===== config.mk =====
export PLATFORM = sky130hd
export DESIGN_NAME = alu_cmd_sequencer
export DESIGN_NICKNAME = d
export VERILOG_FILES = /design/src/rtl/alu_pkg.sv /design/src/rtl/alu_op_classify.sv /design/src/rtl/alu_cmd_sequencer.sv
export SDC_FILE = /design/constraint.sdc
export NUM_CORES = 1
export LEC_CHECK = 0
export BUFFER_PORTS_ARGS = -buffer_cell sky130_fd_sc_hd__clkbuf_2
export CORE_ASPECT_RATIO = 2
export CORE_MARGIN = 2
export CORE_UTILIZATION = 49
export DETAILED_ROUTE_END_ITERATION = 10
export PLACE_DENSITY = 0.82
export SKIP_CTS_REPAIR_TIMING = 1
export SLEW_MARGIN = 20
export SYNTH_ARGS = -nofsm -noshare
export SYNTH_HDL_FRONTEND = slang
export SYNTH_SLANG_ARGS = --single-unit

===== constraint.sdc =====
create_clock -name clk -period 2 [get_ports clk]
set_input_delay 0.2 -clock clk [delete_from_list [all_inputs] [get_ports clk]]
set_output_delay 0.2 -clock clk [all_outputs]
set_load 0.1 [all_outputs]

===== src/rtl/alu_pkg.sv =====
// Shared opcode, sequencer-state and opcode-class definitions for the ALU command sequencer.
package alu_pkg;

  localparam logic [3:0] OP_ADD  = 4'd0;
  localparam logic [3:0] OP_SUB  = 4'd1;
  localparam logic [3:0] OP_INC  = 4'd2;
  localparam logic [3:0] OP_EQ   = 4'd5;
  localparam logic [3:0] OP_SHL  = 4'd6;
  localparam logic [3:0] OP_SHR  = 4'd7;
  localparam logic [3:0] OP_NOT  = 4'd8;
  localparam logic [3:0] OP_AND  = 4'd9;
  localparam logic [3:0] OP_OR   = 4'd10;
  localparam logic [3:0] OP_NAND = 4'd11;
  localparam logic [3:0] OP_ROL  = 4'd12;
  localparam logic [3:0] OP_ROR  = 4'd13;

  typedef enum logic [1:0] {
    ST_IDLE = 2'd0,
    ST_EXEC = 2'd1,
    ST_RESP = 2'd2
  } seq_state_e;

  typedef enum logic [2:0] {
    CLS_ARITH   = 3'd0,
    CLS_CMP     = 3'd1,
    CLS_SHIFT   = 3'd2,
    CLS_LOGIC   = 3'd3,
    CLS_ROT     = 3'd4,
    CLS_ILLEGAL = 3'd5
  } op_class_e;

endpackage


===== src/rtl/alu_op_classify.sv =====
// Combinational opcode decoder: class plus iteration / feedback-target flags.
module alu_op_classify
  import alu_pkg::*;
(
  input  logic [3:0] op,
  output op_class_e  op_class,
  output logic       is_iter,
  output logic       feeds_a,
  output logic       feeds_b
);

  always_comb begin
    op_class = CLS_ILLEGAL;
    case (op)
      OP_ADD, OP_SUB, OP_INC:          op_class = CLS_ARITH;
      OP_EQ:                           op_class = CLS_CMP;
      OP_SHL, OP_SHR:                  op_class = CLS_SHIFT;
      OP_NOT, OP_AND, OP_OR, OP_NAND:  op_class = CLS_LOGIC;
      OP_ROL, OP_ROR:                  op_class = CLS_ROT;
      default:                         op_class = CLS_ILLEGAL;
    endcase
  end

  // Shifts operate on B, rotates on A; the result is fed back into that operand.
  assign feeds_b = (op_class == CLS_SHIFT);
  assign feeds_a = (op_class == CLS_ROT);
  assign is_iter = feeds_a | feeds_b;

endmodule


===== src/rtl/alu_cmd_sequencer.sv =====
// Command sequencer for the external 8-bit ALU: accepts a command, iterates shift/rotate passes, returns a registered response.
// Optional sticky overflow flag enabled by defining ALU_CMD_SEQ_STICKY_OVF_EN.
// Handshakes: a transfer happens on a rising edge where valid and ready are both 1; a valid side holds its payload until then.
module alu_cmd_sequencer
  import alu_pkg::*;
#(
  parameter int W     = 8,
  parameter int CNT_W = 3
) (
  input  logic             clk,
  input  logic             rst_n,
  input  logic             cmd_valid,
  output logic             cmd_ready,
  input  logic [3:0]       cmd_op,
  input  logic [W-1:0]     cmd_a,
  input  logic [W-1:0]     cmd_b,
  input  logic [CNT_W-1:0] cmd_cnt,
  output logic [W-1:0]     alu_a,
  output logic [W-1:0]     alu_b,
  output logic [3:0]       alu_op,
  input  logic [W-1:0]     alu_result,
  input  logic             alu_zero,
  input  logic             alu_neg,
  input  logic             alu_ovf,
  output logic             rsp_valid,
  input  logic             rsp_ready,
  output logic [W-1:0]     rsp_result,
  output logic             rsp_zero,
  output logic             rsp_neg,
  output logic             rsp_ovf,
  output logic             rsp_err,
`ifdef ALU_CMD_SEQ_STICKY_OVF_EN
  output logic             ovf_sticky,
  input  logic             ovf_clr,
`endif
  output logic [1:0]       state_dbg
);

  seq_state_e       state, state_nx;
  op_class_e        cmd_class;
  logic             cmd_iter, cmd_feeds_a, cmd_feeds_b, cmd_illegal;
  logic [W-1:0]     a_q, b_q;
  logic [3:0]       op_q;
  logic [CNT_W-1:0] cnt_q;
  logic             feed_a_q, feed_b_q;

  alu_op_classify u_classify (
    .op       (cmd_op),
    .op_class (cmd_class),
    .is_iter  (cmd_iter),
    .feeds_a  (cmd_feeds_a),
    .feeds_b  (cmd_feeds_b)
  );

  assign cmd_illegal = (cmd_class == CLS_ILLEGAL);

  always_ff @(posedge clk) begin
    if (!rst_n) state <= ST_IDLE;
    else        state <= state_nx;
  end

  always_comb begin
    state_nx = state;
    case (state)
      ST_IDLE: if (cmd_valid) state_nx = cmd_illegal ? ST_RESP : ST_EXEC;
      ST_EXEC: if (cnt_q == '0) state_nx = ST_RESP;
      ST_RESP: if (rsp_ready) state_nx = ST_IDLE;
      default: state_nx = ST_IDLE;
    endcase
  end

  // Ready is masked by reset so nothing is accepted while rst_n is low.
  assign cmd_ready = rst_n && (state == ST_IDLE);
  assign rsp_valid = (state == ST_RESP);
  assign state_dbg = state;
  assign alu_a     = a_q;
  assign alu_b     = b_q;
  assign alu_op    = op_q;

  always_ff @(posedge clk) begin
    if (!rst_n) begin
      a_q        <= '0;
      b_q        <= '0;
      op_q       <= '0;
      cnt_q      <= '0;
      feed_a_q   <= 1'b0;
      feed_b_q   <= 1'b0;
      rsp_result <= '0;
      rsp_zero   <= 1'b0;
      rsp_neg    <= 1'b0;
      rsp_ovf    <= 1'b0;
      rsp_err    <= 1'b0;
    end else begin
      case (state)
        ST_IDLE: begin
          if (cmd_valid) begin
            op_q     <= cmd_op;
            a_q      <= cmd_a;
            b_q      <= cmd_b;
            cnt_q    <= cmd_iter ? cmd_cnt : '0;
            feed_a_q <= cmd_feeds_a;
            feed_b_q <= cmd_feeds_b;
            if (cmd_illegal) begin
              rsp_result <= '0;
              rsp_zero   <= 1'b0;
              rsp_neg    <= 1'b0;
              rsp_ovf    <= 1'b0;
              rsp_err    <= 1'b1;
            end
          end
        end
        ST_EXEC: begin
          if (cnt_q != '0) begin
            if (feed_b_q) b_q <= alu_result;
            if (feed_a_q) a_q <= alu_result;
            cnt_q <= cnt_q - 1'b1;
          end else begin
            rsp_result <= alu_result;
            rsp_zero   <= alu_zero;
            rsp_neg    <= alu_neg;
            rsp_ovf    <= alu_ovf;
            rsp_err    <= 1'b0;
          end
        end
        default: ;
      endcase
    end
  end

`ifdef ALU_CMD_SEQ_STICKY_OVF_EN
  // Set has priority over clear when both happen in the same cycle.
  always_ff @(posedge clk) begin
    if (!rst_n)                                 ovf_sticky <= 1'b0;
    else if (rsp_valid && rsp_ready && rsp_ovf) ovf_sticky <= 1'b1;
    else if (ovf_clr)                           ovf_sticky <= 1'b0;
  end
`endif

endmodule


==> reports/metrics.yaml <==
clock_tree:
  cts_root_buf: "clkbuf_8"
  cts_buffer_depth: 2
  clk_pin_slew_worst_paths_ns: 0.08
  insertion_delay_ns: 0.29
  numCtsBuffers: 5
  cts_tree: "yes"
  clkSinkCount: 39
  h-tree-depth: 2
sta:
  layout_setup_ws_ns: 0.150
  grt_setup_unrepaired: "no"
  slew_violations: 0
  max_slew_margin: 0.495
  setup_violations: 0
  fin_crit_ns: 1.85
  skew_ns: 0.00963
  fin_crit_sh: 0.925
  finalHoldViolCount: 0
  worst_pin_slew_ns: 0.756
  fmax_mhz: 541
  setup-tns-final_ns: 0
power_and_ir_drop:
  power_density_nw_per_um2: 1040
  total_power_w: 0.00254
  leakagePower_nw: 1.21
  vdd_drop_max_v: 0.000611
floorplanning:
  die_y_um: 93.5
  std_cell_rows: 32
  io_pins: 74
  dieArea_um2: 4550
  initial_core_util: 0.510
  core_um2: 3840
  die_w_um: 48.7
worst_setup_path:
  worstPathRequired_ns: 2.19
  reg2reg_depth: 7
  setup.worst_path.start_class: "flop"
  crit_cells: 7
  end_kind: "flop"
  cp_slowest_cell: "o21ai_4"
  crit_chain: "inv_1, ha_1, ha_1, nand2b_1, o21ai_4, nand2_1, o211a_1"
  crit_family: "compound AO/OA/AOI/OAI gates"
  worst_path_most_repeated_cell: "ha_1"
  cpPeakStageDelay_ns: 0.42
  cp.arrival_ns: 2.04
  cp.buffers_inverters: 1
  criticalPathCategory: "flop to flop"
  cp_max_fo: 16
logic_synthesis:
  ys_types: 38
  synth_flop_cell: "dfxtp_1"
  synth_area_per_cell_um2: 9.71
  yosys.area.top_type: "dfxtp_1"
  yosysMostFrequentCell: "dfxtp_1"
  synthTopCellsByArea: "dfxtp_1, o211a_1, nand2_1"
  syn_inst: 202
  netlist_area_um2: 1960
  ys_ff_latch: 39
  synth_edf_count: 0
  ys_async_sr_fraction: 0
  synthesis.nets: 242
  synth_common_cells: "dfxtp_1, nand2_1, a21oi_1"
  synth_top_area_frac: 0.398
  synth-warning-count: 0
  yosysSeqAreaShare: 0.398
place:
  portBuffers: 73
  dp_slack_ns: 0.0269
  hpwl_um: 3530
  place_congestion: 0.773
  place_area_um2: 2310
layout:
  nets: 308
  diodes: 0
  drive_gt1_frac: 0.413
  final_core_util: 0.636
  design_area_um2: 2440
  fill_cells: 365
  syn2layout_area_growth_pct: 24.7
global_routing:
  antenna_found_initial: 0
  grt.overflow.total: 0
  track_usage: 0.212
  grt_pass1_vias: 1616
  grt_pass1_wl_um: 7510
  grt_max_degree: 25
drt:
  routedWlPerCell_um: 14.6
  antenna_left: 0
  vias: 1717
  wirelength_um: 4660
  drc: 0
  dr.pass1.iters: 4
  drtIter0Drc: 19
  viasPerCell: 5.37
outcome:
  status: "complete, no violations"
worst_hold_path:
  holdPathStages: 3
  hold_class: "primary input to flop"
job:
  maxCapViolCount: 0
## routing by layer
metal	part of all wire	up-vias	global-route usage
li1	-	850	-
met1	0.38	799	0.231
met2	0.55	54	0.384
met3	0.039	14	0.0399
met4	0.034	0	0.107
met5	0	-	0
## final cells by class
type,instances,area [µm²],area share
multi-input combinational,140,1060,0.433
sequential,39,783,0.320
timing repair buffer,76,403,0.165
clock buffer,5,68.8,0.0281
tap,51,63.8,0.0261
clock inverter,3,43.8,0.0179
inverter,6,22.5,0.00921
## worst reg2reg max path: cells and delay by family (launching register included)
kind                       cells  cell delay [ns]
AOI/OAI and AO/OA              2             0.56
adders and majority gates      2             0.41
buffers and inverters          1             0.05
DFF                            1             0.35
and+or+nand+nor                2             0.38
## power by group
part           switching (W)  total [W]  internal, W  leakage, nW
logic               0.000742   0.000975     0.000233        0.833
clock network       0.000280   0.000652     0.000371       0.0581
registers          0.0000619   0.000914     0.000852        0.321
total                0.00108    0.00254      0.00146         1.21
## cell usage in the layout (no fill, tap or decap), types with 4 or more instances in the layout
master / netlist / final
a22oi_2: 8 / 8
and3b_1: 8 / 8
nand2_1: 27 / 27
clkbuf_2: 0 / 72
nor2_1: 6 / 4
clkbuf_8: 0 / 5
nand2b_1: 5 / 5
a21boi_1: 8 / 8
dfxtp_1: 39 / 37
a21oi_1: 19 / 19
nor2b_2: 8 / 8
inv_1: 6 / 6
o211a_1: 16 / 16
## flip-flops by register name (all words and copies together), names as in the netlist
signal	count
cnt_q	3
rsp_neg	1
state_dbg	2
alu_a	8
feed_b_q	1
rsp_zero	1
rsp_err	1
rsp_ovf	1
alu_op	4
alu_b	8
rsp_result	8
feed_a_q	1
## through the flow
stage,hold slack (ns),std cells
finish,0.157,320
global route,0.158,320
CTS,0.154,319
detailed placement,0.444,311
global placement,0.440,311
floorplan,0.335,202
## final timing paths
path / start / end / slack, ns
setup / recovery: cnt_q[0] / alu_b[7] / 0.15
hold / removal: rsp_ready / state_dbg[1] / 0.16
setup reg to reg: cnt_q[0] / alu_b[7] / 0.15
hold reg to reg: feed_b_q / feed_b_q / 0.45
## cell families after synthesis
logic type	after synthesis	synth area share
compound gates	67	0.290
xor+xnor	1	0.00447
fa+ha+maj	2	0.0128
buf+inv	23	0.0721
flops	39	0.398
mux	2	0.0108
simple gates	68	0.211
No activity file was read; power rests on OpenSTA's default activity.
